===== config.mk =====
export PLATFORM = sky130hd
export DESIGN_NAME = pipe_skid_reg
export DESIGN_NICKNAME = d
export VERILOG_FILES = /design/src/rtl/pipe_skid_reg.sv
export SDC_FILE = /design/constraint.sdc
export NUM_CORES = 1
export LEC_CHECK = 0
export ABC_AREA = 0
export CAP_MARGIN = 20
export CORE_MARGIN = 2
export CORE_UTILIZATION = 40
export DETAILED_ROUTE_END_ITERATION = 6
export HOLD_SLACK_MARGIN = 0.1
export PLACE_DENSITY = 0.72
export SYNTH_ARGS = -nofsm -noshare
export SYNTH_HDL_FRONTEND = slang
export SYNTH_SLANG_ARGS = --single-unit

===== constraint.sdc =====
create_clock -name clk -period 3.1 [get_ports clk]
set_input_delay 0.465 -clock clk [delete_from_list [all_inputs] [get_ports clk]]
set_output_delay 0.465 -clock clk [all_outputs]
set_load 0.005 [all_outputs]

===== src/rtl/pipe_skid_reg.sv =====
// Two-entry pipeline register with a main (head) and a skid slot.
// All outputs are registered, so there is no combinational in->out or out_ready->in_ready path.
module pipe_skid_reg #(
    parameter int unsigned DATA_W = 64
) (
    input  logic              clk,
    input  logic              rst,
    input  logic              flush,
    input  logic              in_valid,
    output logic              in_ready,
    input  logic [DATA_W-1:0] in_data,
    output logic              out_valid,
    input  logic              out_ready,
    output logic [DATA_W-1:0] out_data,
    output logic [1:0]        count
);

    typedef enum logic [1:0] {
        EMPTY = 2'd0,
        BUSY  = 2'd1,
        FULL  = 2'd2
    } state_t;

    state_t            state;
    logic [DATA_W-1:0] skid;

    // out_data is the head register; it keeps its last value while EMPTY
    always_ff @(posedge clk or negedge rst) begin
        if (!rst) begin
            state     <= EMPTY;
            out_data  <= '0;
            skid      <= '0;
            in_ready  <= 1'b1;
            out_valid <= 1'b0;
            count     <= 2'd0;
        end else if (flush) begin
            state     <= EMPTY;
            in_ready  <= 1'b1;
            out_valid <= 1'b0;
            count     <= 2'd0;
        end else begin
            case (state)
                EMPTY: begin
                    if (in_valid) begin
                        out_data  <= in_data;
                        state     <= BUSY;
                        out_valid <= 1'b1;
                        count     <= 2'd1;
                    end
                end
                BUSY: begin
                    if (in_valid && out_ready) begin
                        out_data <= in_data;
                    end else if (in_valid) begin
                        skid     <= in_data;
                        state    <= FULL;
                        in_ready <= 1'b0;
                        count    <= 2'd2;
                    end else if (out_ready) begin
                        state     <= EMPTY;
                        out_valid <= 1'b0;
                        count     <= 2'd0;
                    end
                end
                FULL: begin
                    // in_ready is low here, so the input is never taken while draining skid
                    if (out_ready) begin
                        out_data <= skid;
                        state    <= BUSY;
                        in_ready <= 1'b1;
                        count    <= 2'd1;
                    end
                end
                default: begin
                    state     <= EMPTY;
                    in_ready  <= 1'b1;
                    out_valid <= 1'b0;
                    count     <= 2'd0;
                end
            endcase
        end
    end

endmodule

# After elaboration in Yosys (flattened, before gate mapping)
# Index checks and enable logic that the tools add are counted.
# Widths: inputs -> output; s select.
dict set report word_totals {
  out_inout_bits 68
  ff_bits 132
  inputBits 69
  word_cells 51
}
dict set report classes {
  n_reduce_logical 8
  muxes 22
  n_eq_ne 14
  n_bitwise 2
}
# op count
set op_table {}
lappend op_table {{$mux 64} 3}
lappend op_table {{$pmux 64 s3} 1}
lappend op_table {{$ne 3x3->1 const B} 6}
lappend op_table {{$mux 2} 6}
lappend op_table {{$reduce_and 4->1} 3}
lappend op_table {{$ne 2x2->1 const B} 5}
lappend op_table {{$reduce_and 5->1} 2}
lappend op_table {{$mux 1} 9}
lappend op_table {{$pmux 1 s3} 2}
lappend op_table {{$pmux 2 s3} 1}
lappend op_table {{$ne 4x4->1 const B} 1}
lappend op_table {{$reduce_bool 3->1} 1}
lappend op_table {{$eq 2x1->1 const B} 1}
lappend op_table {{$eq 2x2->1 const B} 1}
lappend op_table {{$logic_not 2->1} 1}
lappend op_table {{$not 1->1} 2}
lappend op_table {{$logic_and 1x1->1} 1}

# Depth between registers and ports, before layout
# Gate-level depths: netlist of the first run.
dict set report logic_depth {
  depth_word 5
  ltp_mapped 5
  depth_no_buf 4
}

# Worst setup path before layout of the first run
# Ideal clock, no wire load.
dict set report synth_path {
  kind {register -> register}
  from {register state[0]}
  to {register out_data[55]}
  t_required_ps 2975
  path_stages_with_launch 6
  arrival_time_ps 1510
  period_less_slack_ps 1635
  slack_ps 1465
  setup_time_ps 125
  cell_sequence {dfrtp_1 -> nor2b_4 -> buf_6 -> buf_8 -> mux2_4 -> mux2_4}
}
dict set report synth_via {
  elab_chain_len 3
  elab_cells_between_ends 9
  cone_classes {eq/ne (5); mux (1); reduce/logical (3)}
}
# item line_no
set synth_rtl {}
lappend synth_rtl {{start, declared} 24} ;# state_t state;
lappend synth_rtl {{start signal, assigned} 30} ;# state <= EMPTY;
lappend synth_rtl {{start signal, assigned} 37} ;# state <= EMPTY;
lappend synth_rtl {{start signal, assigned} 46} ;# state <= BUSY;
lappend synth_rtl {{$eq 2x1->1 (tied with other cells)} 42} ;# case (state)
lappend synth_rtl {{$ne 2x2->1 (no source line) or $reduce_bool 3->1 (tied branches)} --}
lappend synth_rtl {{$reduce_and 5->1 (no source line)} --}
lappend synth_rtl {{end signal, assigned} 45} ;# out_data <= in_data;
lappend synth_rtl {{end signal, assigned} 53} ;# out_data <= in_data;
lappend synth_rtl {{end signal, assigned} 68} ;# out_data <= skid;
lappend synth_rtl {{end, declared} 14} ;# output logic [DATA_W-1:0] out_data,
# Several ways; a longest one is shown, not always the timed one.
# A chain may end at the register's enable or synchronous reset.

# Worst setup path after layout of the first run
dict set report layout_path {
  from {input out_ready}
  to {register out_data[2]}
}
dict set report layout_via {
  elab_chain_len 3
  elab_cells_between_ends 4
  cone_classes {eq/ne (2); reduce/logical (2)}
}
# item line_no
set layout_rtl {}
lappend layout_rtl {{start, declared} 13} ;# input logic out_ready,
lappend layout_rtl {{$logic_and 1x1->1} 52} ;# if (in_valid && out_ready) begin
lappend layout_rtl {{$ne 2x2->1 (no source line)} --}
lappend layout_rtl {{$reduce_and 5->1 (no source line) *} --}
# Mark *: on every way between the ends. The rest lies on a longest branch, timed or not.

==> results of run 1 <==
==> layout by cell type, fill, tap and decap left out, types with 2 or more instances in the layout <==
cell	instances
mux2_2	24
bufinv_16	4
clkbuf_16	17
dfrtp_1	131
mux2_1	70
buf_4	7
buf_12	3
clkdlybuf4s50_1	135
clkbuf_8	4
nor2_1	2
clkinv_2	2
mux2_4	98
clkbuf_1	3
nand2b_1	3
==> flip-flops by register name (all words and copies together) (netlist names) <==
register,cells
in_ready,1
skid,64
out_valid,1
state,2
out_data,64
==> cell families after synthesis <==
family                 after synthesis  synth area share, %
AO/OA/AOI/OAI                        7                 1.01
XOR/XNOR                             1                0.139
buffers and inverters               20                 4.59
flip-flops                         132                 52.5
multiplexers                       192                 40.2
AND/OR/NAND/NOR                     11                 1.55
==> worst min-delay path by stage <==
stage	start	end	slack [ns]	cells after the start
after floorplan	rst	out_data[0]$_DFFE_PN0P_	0.17	0
after CTS	skid[13]$_DFFE_PN0P_	skid[13]$_DFFE_PN0P_	0.48	1
final	skid[13]$_DFFE_PN0P_	skid[13]$_DFFE_PN0P_	0.48	1
after global routing	skid[8]$_DFFE_PN0P_	skid[8]$_DFFE_PN0P_	0.49	1
after global placement	rst	out_data[30]$_DFFE_PN0P_	0.45	1
after detailed placement	rst	out_data[30]$_DFFE_PN0P_	0.46	1
==> cell type report <==
| type | instances | area (um^2) | share of cell area [%] |
|---|---|---|---|
| sequential | 132 | 3300 | 39.4 |
| timing repair buffer | 146 | 1470 | 17.6 |
| clock buffer | 24 | 492 | 5.86 |
| clock inverter | 8 | 146 | 1.75 |
| tap | 211 | 264 | 3.15 |
| multi-input combinational | 211 | 2710 | 32.3 |
==> per-layer routing <==
metal | wire [um] | up-vias
li1 | - | 1591
met1 | 5630 | 1794
met3 | 760 | 11
met4 | 110 | 0
met2 | 5620 | 98
met5 | 0 | -
==> worst max-delay path, delay by kind of cell <==
family                 cells  cell delay, ns
buffers and inverters      2            0.93
and+or+nand+nor            2            0.57
muxes                      1            0.36
AOI/OAI and AO/OA          1            0.08
==> where the power goes <==
part	switching [mW]	internal [mW]	total, mW	leakage [nW]
registers	0.226	2.14	2.37	1.59
logic	0.319	0.805	1.12	1.78
clock network	0.714	1.43	2.15	0.310
total	1.26	4.38	5.64	3.68
==> metrics by stage <==
| stage | setup slack [ns] | instances | cell area (um^2) | hold slack [ns] | util [%] |
|---|---|---|---|---|---|
| floorplan | 1.46 | 363 | 6290 | 0.169 | - |
| detailed placement | 0.532 | 699 | 7740 | 0.458 | 50.5 |
| global route | 0.914 | 732 | 8390 | 0.494 | 54.8 |
| finish | 0.959 | 732 | 8390 | 0.480 | 54.8 |
| global placement | 0.601 | 699 | 7740 | 0.454 | 50.5 |
| CTS | 0.973 | 732 | 8390 | 0.481 | 54.8 |
==> what timing repair did <==
action,4_1_cts,5_1_grt
endpoints found under the hold margin,33,0
hold buffers,1,0
setup buffers,0,0
==> flow_summary_export.csv, run 1 <==
group,metric,value,unit
global_route,top_usage_layer,"met2",
synthesis,async_flop_share,100,%
worst_setup_path,critical_path_class,"in -> reg",
worst_setup_path,crit_fanout,26,
cts,cts_max_level,4,
synthesis,synth_seq_cells,132,
cells_and_area,fillCellCount,1279,
worst_setup_path,reg2reg_from,"state[1]$_DFFE_PN0P_",
worst_setup_path,critPathCaptureType,"flop",
worst_setup_path,required,3.39,ns
floorplanning,start_util,41.1,%
synthesis,syn_inst,363,
global_route,grt_pass1_vias,3770,
cts,post_cts_resized,0,
timing,fmaxAchievable,467,MHz
worst_setup_path,setup.worst_path.start,"out_ready",
route,wl_per_cell,16.6,um
timing,finalCriticalPeriod,2.14,ns
route,drt_iter0_drc,138,
cts,cts_buffers,17,
worst_setup_path,worstRegToRegCells,5,
synthesis,netlist.area_leader.share,52.1,%
timing,final_max_slew_viol_count,0,
timing,hold_viol,0,
synthesis,synth_cell_type_count,25,
synthesis,syn_area_per_cell,17.3,um^2
placement,hpwlAfterDp,8080,um
synthesis,synthTopCellsByArea,"dfrtp_1, mux2_4, mux2_1, mux2_2, buf_12",
synthesis,synth-main-ff-cell,"dfrtp_1",
cts,cts-root-buf,"clkbuf_16",
worst_setup_path,r2r_slack,1.14,ns
outcome,outcome,"finished clean",
floorplanning,core_region_area,15300,um^2
placement,io_buffers,136,
global_route,grt_usage,15.4,%
worst_setup_path,endpoint,"out_data[2]$_DFFE_PN0P_",
worst_setup_path,cp_slowest_cell,"clkdlybuf4s50_1",
timing,setup_viol,0,
floorplanning,dieArea,16800,um^2
route,vias_per_cell,4.77,
global_route,grt_max_degree,53,
timing,grt_setup_unrepaired,"no",
placement,gp_congestion,0.741,
synthesis,yosys_warnings,0,
synthesis,synthesis.nets,432,
route,routed_wl,12100,um
synthesis,yosysMostFrequentCell,"dfrtp_1",
global_route,gr-usage-met3,5.70,%
synthesis,synthesis.area,6290,um^2
synthesis,seq_area_frac_synth,52.5,%
cts,clk_pin_slew,0.05,ns
route,route.detailed.drc,0,
hold_path,min_path_type,"reg -> reg",
timing,relSlewSlack,57.3,%
worst_setup_path,critPathArrivalTime,2.43,ns
global_route,met1_usage,20.3,%
cts,cts_tree,"done",
worst_setup_path,critPathMaxStageDelay,0.63,ns
global_route,grt_pass1_wl,19600,um
global_route,met2_usage,23.7,%
worst_setup_path,worstPathCellList,"clkdlybuf4s50_1, nand2b_4, a22oi_4, nor2_8, buf_12, mux2_2",
floorplanning,num_io_pins,137,
timing,finClkSkew,0.00651,ns
floorplanning,dieHeight,129,um
route,via_count,3494,
route,drtAntennaViolNets,0,
flow_run,drv_cap,0,
cts,cts.path.max_buffers,2,
synthesis,synth_edf_count,0,
cts,clkSinkCount,132,
power_and_ir_drop,leakagePower,3.68,nW
global_route,overflow,0,
cells_and_area,area_growth,33.3,%
power_and_ir_drop,ir_worst_vdd,0.401,mV
cts,insertion_delay,0.41,ns
cells_and_area,diodes,0,
floorplanning,rows,45,
cells_and_area,fin_nets,577,
power_and_ir_drop,power.total,5.64,mW
global_route,antenna_found_initial,0,
synthesis,yosys.area.top_type,"dfrtp_1",
synthesis,netlist_top_cells_count,"dfrtp_1, mux2_4, mux2_1",
worst_setup_path,r2r_end,"out_data[2]$_DFFE_PN0P_",
timing,finalCritPeriodShare,69.1,%
route,first_pass_iters,4,
worst_setup_path,start_kind,"input port",
cells_and_area,final_layout_size_suffix_gt1_share,32.1,%
timing,worst_slew_pin_slew,0.641,ns
floorplanning,die_w,129,um
timing,setup_tns,0,ns
power_and_ir_drop,power_density,672,nW/um^2
No activity file was read; power rests on OpenSTA's default activity.
==> inputs of run 2 (changes only) <==
==> constraint.sdc (replaced) <==
create_clock -name clk -period 2.2 [get_ports clk]
set_input_delay 0.33 -clock clk [delete_from_list [all_inputs] [get_ports clk]]
set_output_delay 0.33 -clock clk [all_outputs]
set_load 0.005 [all_outputs]
==> run 2 against run 1 <==
  * Sequential power up 41%
  * First-iteration DRC count is 20% lower
  * Cell count grew 0.68%
  * Via count is 0.17% lower
  * Largest power group unchanged
  * Register-to-register slack worse by 0.81 ns
  * Sequential cell count is the same
  * Critical path depth decreased by 2
  * Critical path type is now reg -> reg
  * Cell area is 0.31% higher
  * Core utilization rose by 0.17 points
  * Sequential share of layout area fell by 0.12 points
  * Critical endpoint is now out_data[24]$_DFFE_PN0P_
==> flow_summary_export.csv, run 2 (synthesis results as in run 1) <==
group,metric,value,unit
worst_setup_path,cp_slowest_cell,"dfrtp_1",
cells_and_area,fin_nets,582,
global_route,grt_pass1_wl,20200,um
cts,cts.path.max_buffers,2,
timing,fmaxAchievable,534,MHz
placement,gp_congestion,0.696,
floorplanning,start_util,41.1,%
floorplanning,dieArea,16800,um^2
placement,pre_cts_slack,0.128,ns
global_route,top_usage_layer,"met2",
cts,post_cts_resized,0,
hold_path,min_path_type,"in -> async",
placement,dpl-instance-area,7840,um^2
floorplanning,rows,45,
power_and_ir_drop,ir_worst_vdd,0.693,mV
timing,setup_viol,0,
cts,cts_buffers,17,
floorplanning,dieHeight,129,um
route,route.detailed.drc,0,
cts,cts_setup_buffers,0,
worst_setup_path,worstPathCellList,"nor2b_4, buf_4, mux2_2, mux2_4",
timing,worst_slew_pin_slew,0.546,ns
power_and_ir_drop,power.total,7.61,mW
cells_and_area,final_cell_mix,"clkdlybuf4s50_1, dfrtp_1, mux2_4",
global_route,grt_max_degree,51,
cells_and_area,fin_area,8410,um^2
worst_setup_path,r2r_end,"out_data[24]$_DFFE_PN0P_",
route,vias_per_cell,4.73,
floorplanning,die_w,129,um
power_and_ir_drop,leakagePower,3.69,nW
cells_and_area,area_growth,33.7,%
worst_setup_path,critPathMaxStageDelay,0.45,ns
timing,setup_tns,0,ns
cts,cts_max_level,4,
worst_setup_path,r2r_slack,0.33,ns
global_route,met1_usage,20.8,%
global_route,grt_pass1_vias,3915,
cells_and_area,final_common_cell,"clkdlybuf4s50_1",
power_and_ir_drop,power_density,905,nW/um^2
global_route,overflow,0,
worst_setup_path,critPathCaptureType,"flop",
timing,relSlewSlack,63.6,%
route,first_pass_iters,4,
timing,finClkSkew,0.00670,ns
worst_setup_path,reg2reg_from,"state[1]$_DFFE_PN0P_",
floorplanning,num_io_pins,137,
flow_run,drv_cap,0,
placement,io_buffers,136,
timing,hold_viol,0,
worst_setup_path,cp_top_family,"multiplexers",
cts,cts_tree,"done",
timing,grt_setup_unrepaired,"no",
cells_and_area,final_layout_size_suffix_gt1_share,33.1,%
placement,hpwlAfterDp,8250,um
timing,final_max_slew_viol_count,0,
worst_setup_path,start_kind,"flop",
global_route,antenna_found_initial,0,
cts,clk_pin_slew,0.05,ns
timing,finalCriticalPeriod,1.87,ns
route,drt_iter0_drc,111,
cts,clkSinkCount,132,
route,routed_wl,12300,um
cts,cts-root-buf,"clkbuf_16",
route,drtAntennaViolNets,0,
cells_and_area,fillCellCount,1263,
floorplanning,core_region_area,15300,um^2
cells_and_area,diodes,0,
timing,finalCritPeriodShare,85.1,%
route,via_count,3488,
worst_setup_path,worstRegToRegCells,4,
global_route,grt_usage,15.7,%
cts,insertion_delay,0.40,ns
worst_setup_path,required,2.48,ns
worst_setup_path,crit_fanout,18,
outcome,outcome,"finished clean",
timing,setup_ws,0.328,ns
worst_setup_path,crit_buf_inv,1,
global_route,met2_usage,24.9,%
timing,hold_ws,0.459,ns
worst_setup_path,critical_path_class,"reg -> reg",
worst_setup_path,critPathArrivalTime,2.16,ns
route,wl_per_cell,16.7,um
global_route,gr-usage-met3,4.21,%
cells_and_area,largestRegisters,"out_data: 64 flops, skid: 64 flops, state: 2 flops",
run 2: final cells by class:
type                    instances  area (um^2)  area share (%)
well taps                     211          264            3.14
multi-input cells             211         2710            32.2
clock inverters                10         80.1           0.952
flip-flops and latches        132         3300            39.3
repair buffers                151         1570            18.7
clock buffers                  22          484            5.76
run 2: layer usage:
| layer | wire (um) | vias to the layer above |
|---|---|---|
| met1 | 5730 | 1775 |
| met4 | 147 | 0 |
| met5 | 0 | - |
| met2 | 5830 | 100 |
| met3 | 596 | 11 |
| li1 | - | 1602 |
run 2: worst max path at each step:
| stage | from | to | cells after the start | slack, ns |
|---|---|---|---|---|
| 2_1_floorplan | state[0]$_DFFE_PN0P_ | out_data[55]$_DFFE_PN0P_ | 5 | 0.56 |
| 3_3_place_gp | in_valid | out_data[44]$_DFFE_PN0P_ | 6 | 0.16 |
| 3_5_place_dp | in_valid | out_data[43]$_DFFE_PN0P_ | 6 | 0.13 |
| 4_1_cts | state[1]$_DFFE_PN0P_ | out_data[24]$_DFFE_PN0P_ | 4 | 0.31 |
| 5_1_grt | state[1]$_DFFE_PN0P_ | out_data[1]$_DFFE_PN0P_ | 4 | 0.22 |
| 6_report | state[1]$_DFFE_PN0P_ | out_data[24]$_DFFE_PN0P_ | 4 | 0.33 |
run 2: repair_timing:
item	CTS	global route
endpoints found under the hold margin	38	0
hold buffers	1	0
setup endpoints to repair	0	0
run 2: stage by stage:
stage,util [%],cells
after global routing,54.9,737
after global placement,51.2,704
after CTS,54.9,737
after detailed placement,51.2,704
final,54.9,737
after floorplan,-,363
run 2: report_power, final:
group          switching (mW)  total, mW  internal (mW)
Sequential              0.329       3.35           3.02
Clock                   0.996       2.65           1.66
Combinational           0.458       1.61           1.15
run 2: worst register-to-register path, stage by stage (launching register included):
cell and delay, ns:
dfrtp_1 0.45, nor2b_4 0.29, buf_4 0.37, mux2_2 0.39
mux2_4 0.25
==> inputs of run 3 (changes only) <==
--- a/config.mk
+++ b/config.mk
@@ -12,6 +12,8 @@
 export DETAILED_ROUTE_END_ITERATION = 6
 export HOLD_SLACK_MARGIN = 0.1
 export PLACE_DENSITY = 0.72
+export SKIP_CTS_REPAIR_TIMING = 1
+export SLEW_MARGIN = 25
 export SYNTH_ARGS = -nofsm -noshare
 export SYNTH_HDL_FRONTEND = slang
 export SYNTH_SLANG_ARGS = --single-unit
==> results of run 3 <==
Final layout, timing and power as in run 2 (identical DEF).
